### src/rtl/rll_key_load_ctrl.sv
// Serial key loader for an RLL-locked netlist: collects KEY_W/SEG_W segments, verifies an XOR-fold check beat,
// and only then drives key_out. Optional build macro RLL_KEY_OTP_EN makes an armed key one-time-programmable.
module rll_key_load_ctrl #(
    parameter int KEY_W   = 16,
    parameter int SEG_W   = 4,
    parameter int TIMEOUT = 255
) (
    input  logic             clk,
    input  logic             rst_n,
    input  logic             start,
    input  logic             clear,
    input  logic             seg_valid,
    input  logic [SEG_W-1:0] seg_data,
    output logic             seg_ready,
    output logic [KEY_W-1:0] key_out,
    output logic             key_valid,
    output logic             busy,
    output logic             err
);

    localparam int N  = KEY_W / SEG_W;
    localparam int CW = $clog2(N + 1);
    localparam int TW = $clog2(TIMEOUT + 1);

    localparam logic [1:0] ST_IDLE  = 2'd0;
    localparam logic [1:0] ST_LOAD  = 2'd1;
    localparam logic [1:0] ST_ARMED = 2'd2;
    localparam logic [1:0] ST_ERROR = 2'd3;

    generate
        if (KEY_W % SEG_W != 0) begin : g_bad_width
            $error("rll_key_load_ctrl: KEY_W must be a multiple of SEG_W");
        end
        if (TIMEOUT < 1) begin : g_bad_timeout
            $error("rll_key_load_ctrl: TIMEOUT must be >= 1");
        end
    endgenerate

    logic [1:0]       state;
    logic [KEY_W-1:0] shadow;
    logic [KEY_W-1:0] shadow_nxt;
    logic [CW-1:0]    beat_cnt;
    logic [SEG_W-1:0] fold;
    logic [TW-1:0]    to_cnt;

    assign seg_ready = (state == ST_LOAD);
    assign busy      = (state == ST_LOAD);

    // Data beat k lands in the k-th segment from the top, so the first beat is the key MSBs.
    always_comb begin
        shadow_nxt = shadow;
        for (int k = 0; k < N; k++) begin
            if (beat_cnt == CW'(k)) begin
                shadow_nxt[KEY_W-1-k*SEG_W -: SEG_W] = seg_data;
            end
        end
    end

    always_ff @(posedge clk or negedge rst_n) begin
        if (!rst_n) begin
            state     <= ST_IDLE;
            shadow    <= '0;
            beat_cnt  <= '0;
            fold      <= '0;
            to_cnt    <= '0;
            key_out   <= '0;
            key_valid <= 1'b0;
            err       <= 1'b0;
        end else begin
            case (state)
                ST_IDLE: begin
                    if (start && !clear) begin
                        state    <= ST_LOAD;
                        shadow   <= '0;
                        beat_cnt <= '0;
                        fold     <= '0;
                        to_cnt   <= '0;
                    end
                end

                ST_LOAD: begin
                    if (clear) begin
                        state    <= ST_IDLE;
                        shadow   <= '0;
                        beat_cnt <= '0;
                        fold     <= '0;
                        to_cnt   <= '0;
                    end else if (seg_valid) begin
                        to_cnt <= '0;
                        if (beat_cnt == CW'(N)) begin
                            if (seg_data == fold) begin
                                state     <= ST_ARMED;
                                key_out   <= shadow;
                                key_valid <= 1'b1;
                            end else begin
                                state <= ST_ERROR;
                                err   <= 1'b1;
                            end
                        end else begin
                            shadow   <= shadow_nxt;
                            fold     <= fold ^ seg_data;
                            beat_cnt <= beat_cnt + 1'b1;
                        end
                    end else begin
                        // The idle edge that would bring the counter to TIMEOUT is the one that gives up.
                        to_cnt <= to_cnt + 1'b1;
                        if (to_cnt == TW'(TIMEOUT - 1)) begin
                            state <= ST_ERROR;
                            err   <= 1'b1;
                        end
                    end
                end

                ST_ARMED: begin
`ifdef RLL_KEY_OTP_EN
                    state <= ST_ARMED;
`else
                    if (clear) begin
                        state     <= ST_IDLE;
                        key_out   <= '0;
                        key_valid <= 1'b0;
                    end else if (start) begin
                        state     <= ST_LOAD;
                        key_out   <= '0;
                        key_valid <= 1'b0;
                        shadow    <= '0;
                        beat_cnt  <= '0;
                        fold      <= '0;
                        to_cnt    <= '0;
                    end
`endif
                end

                ST_ERROR: begin
                    if (clear) begin
                        state <= ST_IDLE;
                        err   <= 1'b0;
                    end
                end

                default: begin
                    state     <= ST_IDLE;
                    key_out   <= '0;
                    key_valid <= 1'b0;
                    err       <= 1'b0;
                end
            endcase
        end
    end

endmodule

### config.mk
export PLATFORM = sky130hd
export DESIGN_NAME = rll_key_load_ctrl
export DESIGN_NICKNAME = d
export VERILOG_FILES = /design/src/rtl/rll_key_load_ctrl.sv
export SDC_FILE = /design/constraint.sdc
export NUM_CORES = 1
export LEC_CHECK = 0
export ABC_AREA = 1
export CORE_MARGIN = 2
export CORE_UTILIZATION = 56
export CTS_CLUSTER_DIAMETER = 100
export DETAILED_ROUTE_END_ITERATION = 16
export GPL_ROUTABILITY_DRIVEN = 0
export PLACE_DENSITY = 0.81
export SYNTH_ARGS = -nofsm -noshare
export SYNTH_HDL_FRONTEND = slang
export SYNTH_SLANG_ARGS = --single-unit
### constraint.sdc
create_clock -name clk -period 2.3 [get_ports clk]
set_clock_uncertainty 0.05 [all_clocks]
set_input_delay 0.46 -clock clk [delete_from_list [all_inputs] [get_ports clk]]
set_output_delay 0.46 -clock clk [all_outputs]
set_load 0.01 [all_outputs]
==> results.toml, run 1 <==
[drt]
wl_per_cell_um = 11.3
route.detailed.drc = 0
vias = 2161
viasPerCell = 4.95
routed_wirelength_mm = 4.93
firstDrtPassIters = 4
drtAntennaViolNets = 0
dr.first_iter.drc_count = 191

[flow_run]
max_cap_viol_count = 0

[worst_setup_path]
cp_slowest_stage_delay_ns = 0.56
endpoint_kind = "output pin"
crit_chain = "inv_2 -> nor2_4 -> clkdlybuf4s50_1"
required_ns = 1.79
r2r_start = "beat_cnt[0]"
critPathKind = "reg2out"
cp_max_fo = 5
ff2ff_path_depth = 9
regToRegSetupSlack_ns = 0.52
critPathArrivalTime_ns = 1.53
r2r_end = "key_out[4]"
slowest_stage = "clkdlybuf4s50_1"
cp-start-kind = "flip-flop"

[global_route]
grt_pass1_vias = 1916
grt_pass1_wl_mm = 8.78
grt_max_degree = 52
grt_antenna_before_repair = 0
overflow = 0
grt_use_total_pct = 21.0

[yosys]
synth-adder-area-share_pct = 3.28
synth_nets = 366
postSynthAreaPerCell_um2 = 7.63
yosys_warnings = 0
syn_area_um2 = 2670
synth_top_family_by_area = "simple AND/OR/NAND/NOR gates"
synth_seq_cells = 51
yosysSeqAreaShare_pct = 47.8
synthCells = 350
synthMuxAreaShare_pct = 0
synth_cell_types = 25
synthXorXnorAreaFrac_pct = 0
synth_compound_area_share_pct = 5.15
synth-simple-area-share_pct = 35.6

[clock_tree]
hold_buffers = 0
clock_path_buffers = 2
path_clk_slew_ns = 0.09
clkSinkCount = 51
post_cts_buffers = 0
cts-root-buf = "clkbuf_8"
cts_tree = "yes"
clkLatencyLatePin_ns = 0.31
cts_made_buffers = 5
ctsHtreeMaxLevel = 2
cts.repair.resized = 0

[timing]
hold_viol_final = 0
worst_slew_pin_slew_ns = 0.618
rsz0062_at_grt = "false"
fmax_ghz = 0.491
drv_slew = 0
timing.setup.tns_ns = 0
finalCritPeriodShare_pct = 88.6
setup_viol = 0
slew_headroom_pct = 58.8
period_needed_ns = 2.04

[final_layout]
fin_nets = 398
n_fill_cell = 385
mostFrequentLayoutCells = "nand2_1, dfrtp_1, nor2_1"
area_growth_pct = 16.2
diodes = 0
mostFrequentLayoutCell = "nand2_1"
drive_gt1_share_pct = 8.88
fin_cells = 437

[place]
hpwl_mm = 3.69
dp.cells = 429
port_buffers = 28

[min_path]
hold_class = "in2async"

[pwr]
swShare_pct = 40.8
pwr-share-comb_pct = 45.0
p_seq_share_pct = 37.9
ir_worst_vdd_mv = 0.522
p_int_w = 0.00216
p_clk_share_pct = 17.1
power.switching_w = 0.00149
power.density_nw_per_um2 = 1170
leakage_nw = 1.61

[die]
ios = 29
num_rows = 25
initial_core_util_pct = 57.3
dieArea_um2 = 5340
fp.dieW_um = 73.1
chipHeight_um = 73.1
coreArea_um2 = 4660

[status]
status = "finished clean"
[state kept, by name (all words and copies together) (netlist names)]
signal     cells
err            1
to_cnt         8
beat_cnt       3
shadow        16
key_valid      1
fold           4
key_out       16
state          2
[power by group through the flow]
stage	Sequential (W)	Clock, W	Combinational [W]
6_report	0.00138	0.000623	0.00164
5_1_grt	0.00142	0.000686	0.00187
4_1_cts	0.00138	0.000642	0.00165
3_5_place_dp	0.00140	0	0.00164
3_3_place_gp	0.00139	0	0.00159
2_1_floorplan	0.00141	0	0.00113
[worst max-delay path by stage]
stage	start	endpoint	cells after the start
floorplan	beat_cnt[0]	key_out[0]	10
global placement	clear	shadow[8]	11
detailed placement	clear	shadow[2]	11
CTS	state[0]	busy	3
global route	state[0]	seg_ready	3
finish	state[0]	busy	3
[synth_stat cells (all sizes together)]
| cell type | n | area share (%) |
|---|---|---|
| buf | 6 | 1.9 |
| clkbuf | 1 | 0.14 |
| nor2 | 47 | 8.0 |
| or2 | 1 | 0.23 |
| dfrtp | 51 | 48 |
| nand2 | 129 | 20 |
| nand4 | 1 | 0.23 |
| inv | 43 | 6.1 |
| o22ai | 1 | 0.23 |
| a21oi | 11 | 2.5 |
| o21ai | 13 | 2.4 |
| nor3 | 4 | 0.75 |
| ha | 7 | 3.3 |
| nand3 | 35 | 6.6 |
[stage by stage]
step | cell area, um2 | total power (W) | utilization [%] | setup slack, ns | hold WS, ns
after detailed placement | 2990 | 0.00304 | 64.2 | 0.0814 | 0.408
final | 3100 | 0.00364 | 66.6 | 0.262 | 0.196
after CTS | 3100 | 0.00367 | 66.6 | 0.244 | 0.214
after global placement | 2990 | 0.00298 | 64.2 | 0.161 | 0.405
after global routing | 3100 | 0.00397 | 66.6 | 0.188 | 0.251
after floorplan | 2670 | 0.00254 | - | 0.648 | 0.114
[per-layer routing]
layer | track usage, % | routed length [um] | up-vias
met3 | 4.70 | 164 | 5
met5 | 0 | 0 | -
li1 | - | - | 1145
met1 | 29.9 | 2480 | 966
met2 | 32.4 | 2250 | 45
met4 | 5.76 | 39 | 0
[layout make-up]
type                    count  area [um2]  share of cell area (%)
inverters                  43         164                    5.28
repair buffers             32         305                    9.84
clock buffers               5        68.8                    2.22
flip-flops and latches     51        1280                    41.1
clock inverters             3        43.8                    1.41
well taps                  54        67.6                    2.18
multi-input cells         249        1180                    37.9
[worst max-delay path: cells and delay by family (launching register included)]
family        cells  cell delay (ns)
buf+inv           2             0.66
flops             1             0.42
simple gates      1             0.15
[kinds of logic (layout without fill, tap and decap cells)]
logic type                 Yosys count  count (layout)
and+or+nand+nor                    217             217
DFF                                 51              51
adders and majority gates            7               7
AOI/OAI and AO/OA                   25              25
buffers and inverters               50              83
(Power assumes the default switching activity.)
==> run 2: changes to the inputs <==
Settings changed: CORE_ASPECT_RATIO set to 0.9.
==> run 2 against run 1 <==
Compared with the run above: cell count up 2.1%; total power shrank 2.5%; critical path depth stayed put; combinational power up 3%; register-to-register slack about the same; first-iteration DRC count down 25%; routed wire length grew 3.2%; final area rose by 0.24%; sequential cell count did not move; largest cell class unchanged; core utilization is 2.3 points higher; sequential share of layout area shrank 0.099 points; global-route usage down 0.35 points; highest routed layer unchanged.
==> results.toml, run 2 (same netlist as run 1, synthesis figures left out) <==
[global_route]
grt_pass1_vias = 2081
grt_max_degree = 52
grt_use_total_pct = 20.7
grt_pass1_wl_mm = 9.00
grt_antenna_before_repair = 0
overflow = 0

[timing]
hold_viol_final = 0
whs_ns = 0.208
fmax_ghz = 0.478
worst_slew_pin_slew_ns = 0.626
setup_viol = 0
rsz0062_at_grt = "false"
drv_slew = 0
timing.setup.tns_ns = 0
period_needed_ns = 2.09
finalCritPeriodShare_pct = 91.0
slew_headroom_pct = 58.3

[clock_tree]
path_clk_slew_ns = 0.09
ctsHtreeMaxLevel = 2
clock_path_buffers = 2
clkSinkCount = 51
cts.repair.resized = 0
cts_tree = "yes"
cts-root-buf = "clkbuf_8"
hold_buffers = 0
post_cts_buffers = 0
cts_made_buffers = 5
clkLatencyLatePin_ns = 0.29

[drt]
wl_per_cell_um = 11.4
route.detailed.drc = 0
routed_wirelength_mm = 5.09
dr.first_iter.drc_count = 144
drtAntennaViolNets = 0
viasPerCell = 4.98
vias = 2219
firstDrtPassIters = 4

[pwr]
ir_worst_vdd_mv = 0.648
leakage_nw = 1.61
power.density_nw_per_um2 = 1140

[worst_setup_path]
r2r_end = "key_out[10]"
ff2ff_path_depth = 9
crit_chain = "inv_2 -> nor2_4 -> clkdlybuf4s50_1"
endpoint_kind = "output pin"
critPathArrivalTime_ns = 1.58
cp_max_fo = 5
slowest_stage = "clkdlybuf4s50_1"
critPathKind = "reg2out"
regToRegSetupSlack_ns = 0.52
required_ns = 1.79
cp-start-kind = "flip-flop"
r2r_start = "beat_cnt[0]"
cp_slowest_stage_delay_ns = 0.57

[die]
chipHeight_um = 69.5
ios = 29
num_rows = 23
initial_core_util_pct = 59.1
dieArea_um2 = 5340
fp.dieW_um = 76.8
coreArea_um2 = 4520

[final_layout]
mostFrequentLayoutCells = "nand2_1, dfrtp_1, nor2_1"
mostFrequentLayoutCell = "nand2_1"
reg_top3 = "key_out (16), shadow (16), to_cnt (8)"
area_growth_pct = 16.4
fin_nets = 400
drive_gt1_share_pct = 9.11
diodes = 0
utilization_pct = 68.8
n_fill_cell = 369

[place]
port_buffers = 28
hpwl_mm = 3.85

[min_path]
hold_class = "in2async"

[status]
status = "finished clean"

[flow_run]
max_cap_viol_count = 0
==> run 2: cell types whose count changed in the layout (fill, tap and decap cells not counted) <==
cell       delta
bufinv_16     -1
buf_4         +1
buf_12        +1
==> run 2: final cells by class <==
class / instances / area (um2) / area share [%]
Sequential cell: 51 / 1280 / 41.0
Multi-Input combinational cell: 249 / 1180 / 37.9
Clock buffer: 5 / 68.8 / 2.21
Clock inverter: 2 / 13.8 / 0.442
Inverter: 43 / 164 / 5.27
Timing Repair Buffer: 34 / 333 / 10.7
Tap cell: 62 / 77.6 / 2.49
==> run 2: worst max path at each step <==
stage                  to   startpoint  slack [ns]  cells past startpoint
2_1_floorplan  key_out[0]  beat_cnt[0]        0.65                     10
3_3_place_gp   shadow[11]        clear        0.17                     11
3_5_place_dp    shadow[3]        clear        0.09                     11
4_1_cts         seg_ready     state[0]        0.21                      3
5_1_grt         seg_ready     state[0]        0.16                      3
6_report        seg_ready     state[0]        0.21                      3
==> run 2: metal layers <==
layer	wire length, um	up-vias	track usage, %
li1	-	1148	-
met1	2390	1012	26.2
met2	2460	53	36.8
met3	194	6	3.91
met4	45	0	4.44
met5	0	-	0
==> run 2: critical path: cells and delay by family (launching register included) <==
| kind | cells | cell delay [ns] |
|---|---|---|
| buf+inv | 2 | 0.68 |
| flops | 1 | 0.44 |
| simple gates | 1 | 0.16 |
==> run 2: report_power, final <==
part	internal, W	leakage, nW	switching [W]
sequential	0.00120	0.682	0.000183
clock	0.000208	0.0440	0.000277
combinational	0.000664	0.879	0.00102
==> run 2: through the flow <==
stage / area (um2) / worst slack [ns] / power, W / instances
after floorplan: 2670 / 0.648 / 0.00254 / 350
after global placement: 3030 / 0.169 / 0.00302 / 439
after detailed placement: 3030 / 0.0907 / 0.00308 / 439
after CTS: 3110 / 0.212 / 0.00357 / 446
after global routing: 3110 / 0.157 / 0.00386 / 446
final: 3110 / 0.207 / 0.00355 / 446
